### src/rtl/vend_dispense_ctrl.sv
// Newspaper vending sequencer: accumulates coin credit, handshakes one vend with
// the dispenser, then refunds any remaining credit as nickels via the change hopper.
module vend_dispense_ctrl #(
    parameter int PRICE      = 15,
    parameter int MAX_CREDIT = 100,
    parameter int CREDIT_W   = 7
) (
    input  logic                clock,
    input  logic                reset,
    input  logic [1:0]          coin,
    input  logic                cancel,
    input  logic                disp_ack,
    input  logic                change_ack,
    output logic                disp_req,
    output logic                change_req,
    output logic                coin_reject,
    output logic [CREDIT_W-1:0] credit,
    output logic                busy
);

    localparam int SUM_W = CREDIT_W + 1;

    localparam logic [SUM_W-1:0]    MAX_EXT   = SUM_W'(MAX_CREDIT);
    localparam logic [SUM_W-1:0]    PRICE_EXT = SUM_W'(PRICE);
    localparam logic [CREDIT_W-1:0] PRICE_C   = CREDIT_W'(PRICE);
    localparam logic [CREDIT_W-1:0] NICKEL_C  = CREDIT_W'(5);

    typedef enum logic [1:0] {
        IDLE     = 2'd0,
        DISPENSE = 2'd1,
        CHANGE   = 2'd2
    } state_t;

    state_t              state, state_next;
    logic [CREDIT_W-1:0] credit_next;
    logic                reject_next;
    logic [SUM_W-1:0]    coin_val;
    logic [SUM_W-1:0]    credit_sum;
    logic [CREDIT_W-1:0] credit_after_vend;
    logic                coin_present;

    always_comb begin
        coin_val = '0;
        case (coin)
            2'b01:   coin_val = SUM_W'(5);
            2'b10:   coin_val = SUM_W'(10);
            2'b11:   coin_val = SUM_W'(25);
            default: coin_val = '0;
        endcase
    end

    // One extra bit so credit plus a quarter cannot wrap before the overflow test.
    assign credit_sum        = {1'b0, credit} + coin_val;
    assign credit_after_vend = credit - PRICE_C;
    assign coin_present      = (coin != 2'b00);

    always_comb begin
        state_next  = state;
        credit_next = credit;
        reject_next = 1'b0;

        case (state)
            IDLE: begin
                if (cancel) begin
                    reject_next = coin_present;
                    if (credit != '0) begin
                        state_next = CHANGE;
                    end
                end else if (coin_present) begin
                    if (credit_sum > MAX_EXT) begin
                        reject_next = 1'b1;
                    end else begin
                        credit_next = credit_sum[CREDIT_W-1:0];
                        if (credit_sum >= PRICE_EXT) begin
                            state_next = DISPENSE;
                        end
                    end
                end
            end

            DISPENSE: begin
                reject_next = coin_present;
                if (disp_ack) begin
                    credit_next = credit_after_vend;
                    state_next  = (credit_after_vend != '0) ? CHANGE : IDLE;
                end
            end

            CHANGE: begin
                reject_next = coin_present;
                if (change_ack) begin
                    // Credit is always a multiple of 5 here; clamp keeps it from underflowing.
                    if (credit <= NICKEL_C) begin
                        credit_next = '0;
                        state_next  = IDLE;
                    end else begin
                        credit_next = credit - NICKEL_C;
                    end
                end
            end

            default: begin
                state_next  = IDLE;
                credit_next = '0;
            end
        endcase
    end

    always_ff @(posedge clock) begin
        if (reset) begin
            state       <= IDLE;
            credit      <= '0;
            coin_reject <= 1'b0;
        end else begin
            state       <= state_next;
            credit      <= credit_next;
            coin_reject <= reject_next;
        end
    end

    assign disp_req   = (state == DISPENSE);
    assign change_req = (state == CHANGE);
    assign busy       = (state != IDLE);

endmodule

### config.mk
export PLATFORM = sky130hd
export DESIGN_NAME = vend_dispense_ctrl
export DESIGN_NICKNAME = d
export VERILOG_FILES = /design/src/rtl/vend_dispense_ctrl.sv
export SDC_FILE = /design/constraint.sdc
export NUM_CORES = 1
export LEC_CHECK = 0
export ABC_AREA = 1
export CAP_MARGIN = 5
export CORE_MARGIN = 3
export CORE_UTILIZATION = 45
export DETAILED_ROUTE_END_ITERATION = 8
export GPL_ROUTABILITY_DRIVEN = 0
export HOLD_SLACK_MARGIN = 0.08
export PLACE_DENSITY = 0.7
export SLEW_MARGIN = 20
export SYNTH_ARGS = -nofsm -noshare
export SYNTH_HDL_FRONTEND = slang
export SYNTH_SLANG_ARGS = --single-unit
### constraint.sdc
create_clock -name clock -period 2.33 [get_ports clock]
set_input_delay 0.699 -clock clock [delete_from_list [all_inputs] [get_ports clock]]
set_output_delay 0.699 -clock clock [all_outputs]
set_load 0.01 [all_outputs]
==> impl_metrics.yaml <==
synth:
  yosysTopAreaCellShare_pct: 14.83
  yosys.cell_types.count: 30
  yosys-top-cells-area: "dfxtp_1 (15%), nand2_1 (13%), ha_1 (12%), inv_1 (9.2%), nand2_2 (6.0%)"
  synth_top_area_cell: "dfxtp_1"
  seq_area_frac_synth_pct: 14.83
  netlist_area_sq_um: 1350
  synth_area_per_cell_sq_um: 6.221
  ys_ff_latch: 10
  yosys_warnings: 0
  synth_cells: 217
  syn-num-nets: 238
placed_design:
  placed_area_sq_um: 1685
  dpl.hpwl_mm: 3.116
  numPortBuffers: 17
clock_tree:
  clockBufferDepth: 2
  clockRootBuffer: "clkbuf_4"
  clkTransAtPathRegs_ns: 0.08
  htree_levels: 1
  cts.sinks: 10
  cts_tree: "built"
  cts_hold_buf: 0
  clk_latency_ns: 0.28
  cts_buffers: 3
setup_path:
  slowest_stage: "clkdlybuf4s50_1"
  slowest_delay_ns: 0.58
  path_class: "register to primary output"
  r2r_cells: 14
  rr_endpoint: "credit[1]"
  arrival_ns: 1.59
  crit_path_cell_trace: "inv_1 > ha_1 > clkdlybuf4s50_1"
  cp_num_buf_inv: 2
  crit_family: "buffers and inverters"
  cp_num_cells: 3
  cp_max_fo: 6
  rr_startpoint: "credit[0]"
  crit_required_ns: 1.63
  cp-end-kind: "primary output"
  endpoint: "disp_req"
  start_kind: "register"
  startpoint: "state[1]"
  worst-r2r-setup-slack_ns: 0.22
floorplan:
  start_util_pct: 48.13
  die_w_um: 60.78
  coreArea_sq_um: 2805
  die_area_sq_um: 3694
  die_h_um: 60.78
  ios: 18
  num_rows: 19
finish:
  fin_area_sq_um: 1869
  nNetsFinal: 276
  final_common_cell: "nand2_1"
  antenna_cells: 0
  layout_common_cells: "nand2_1 (46), inv_1 (28), buf_4 (21), nor2_1 (19)"
  layout-drive-gt1-share_pct: 29.92
  syn_to_final_growth_pct: 38.46
timing:
  post-route-min-period_ns: 2.285
  tns_ns: 0
  hold_viol: 0
  setup_viol: 0
  finalCritPeriodShare_pct: 98.07
  fmax_mhz: 437.6
  tightest_slew_ns: 0.5481
  drv_slew: 0
  finalClockSkew_ns: 0.01020
  slew-limit-headroom_pct: 63.34
min_path:
  min_path_type: "register to register"
routing:
  drt-initial-drc-count: 89
  wire_per_inst_um: 14.42
  dr.pass1.iters: 4
  wirelength_mm: 4.111
  ant_nets: 0
  via_count: 1542
  vias_per_cell: 5.411
  drc: 0
global_route:
  grt-ovfl-total: 0
  first_global_vias: 1374
  track_usage_pct: 22.91
  grt_max_degree: 13
  grt_antenna_before_repair: 0
  grt_pass1_wl_mm: 6.451
power:
  swShare_pct: 51.23
  p_int_uw: 1314
  power_frac_clock_pct: 6.1
  switchingPower_uw: 1381
  comb_power_share_pct: 80.4
  cellPowerDensity_nw_per_um2: 1442
  vdd_drop_max_mv: 0.9048
  p_seq_share_pct: 13.5
  p_leak_uw: 0.0009046
flow_run:
  cap_violations: 0
outcome:
  outcome: "complete, no violations"
==> cell usage after synthesis, drive strengths merged <==
library cell and number:
nand2 63, inv 35, nor2 23, nand3 17
a21oi 13, ha 13, o21ai 13, dfxtp 10
xor2 7, nand4 6, buf 4, o221ai 4
clkbuf 2, a211oi 1, a21o 1, fa 1
nand3b 1, nor3 1, o211ai 1, o22ai 1
==> worst reg2reg max path, stage by stage (launching register included) <==
cell and delay [ns]:
dfxtp_1 0.41, ha_4 0.17, inv_2 0.04, fa_2 0.36, inv_2 0.09, nand3_2 0.07
nand2_1 0.06, nand2_1 0.06, nand2_2 0.08, nand3_2 0.08, nand3_2 0.09, nand2_2 0.06
nand2_4 0.15, nand4_1 0.16, a21oi_2 0.18
==> metal layers <==
layer | vias to the layer above | wire, um | GRT usage, %
met4 | 0 | 110 | 1.548
met5 | - | 0 | 0
met3 | 13 | 261 | 5.319
met2 | 47 | 1880 | 36.18
li1 | 779 | - | -
met1 | 703 | 1858 | 33.12
==> registers in the layout, summed over array words and instances (netlist names) <==
register	flops
credit	7
coin_reject	1
state	2
==> timing repair <==
action	CTS	global route
endpoints found under the hold margin	0	0
pin swaps	0	19
buffers inserted	0	2
resized for setup	8	27
setup endpoints to repair	10	10
cloned	0	1
==> power groups by stage <==
stage | logic [uW] | clock network (uW) | registers (uW)
2_1_floorplan | 1300 | 0 | 360
3_3_place_gp | 1940 | 0 | 349
3_5_place_dp | 1950 | 0 | 348
4_1_cts | 1980 | 163 | 344
5_1_grt | 2400 | 171 | 372
6_report | 2170 | 163 | 364
==> per-stage QoR <==
| stage | cells | utilization, % | power [uW] | hold WS [ns] | setup WS, ns |
|---|---|---|---|---|---|
| 2_1_floorplan | 217 | - | 1665 | 0.4967 | -0.05883 |
| 3_3_place_gp | 278 | 60.08 | 2288 | 0.5319 | -0.6552 |
| 3_5_place_dp | 278 | 60.08 | 2299 | 0.5450 | -0.6479 |
| 4_1_cts | 282 | 61.86 | 2488 | 0.5559 | 0.003739 |
| 5_1_grt | 285 | 66.64 | 2940 | 0.5835 | -0.02692 |
| 6_report | 285 | 66.64 | 2695 | 0.5620 | 0.04485 |
==> area by class of cell <==
| class | instances | area [sq um] |
|---|---|---|
| clock buffers | 4 | 36.28 |
| fillers | 246 | 935.9 |
| inverters | 35 | 131.4 |
| multi-input cells | 167 | 1132 |
| flip-flops and latches | 10 | 200.2 |
| well taps | 31 | 38.79 |
| repair buffers | 38 | 330.3 |
==> cell families (layout without fill, tap and decap cells) <==
kind of cell	Yosys count	in the layout	synth area share, %
flops	10	10	14.83
compound gates	34	34	15.29
xor+xnor	7	7	4.541
fa+ha+maj	14	14	13.53
simple gates	111	112	39.30
buf+inv	41	77	12.51
==> worst min path at each step <==
stage / from / slack (ns) / to / cells past startpoint
after detailed placement: state[1] / 0.54 / state[1] / 2
after global placement: state[0] / 0.53 / state[0] / 2
after global routing: state[0] / 0.58 / state[0] / 2
final: state[1] / 0.56 / state[1] / 2
after floorplan: state[0] / 0.50 / state[0] / 2
after CTS: state[1] / 0.56 / state[1] / 2
No activity file was read; power rests on OpenSTA's default activity.
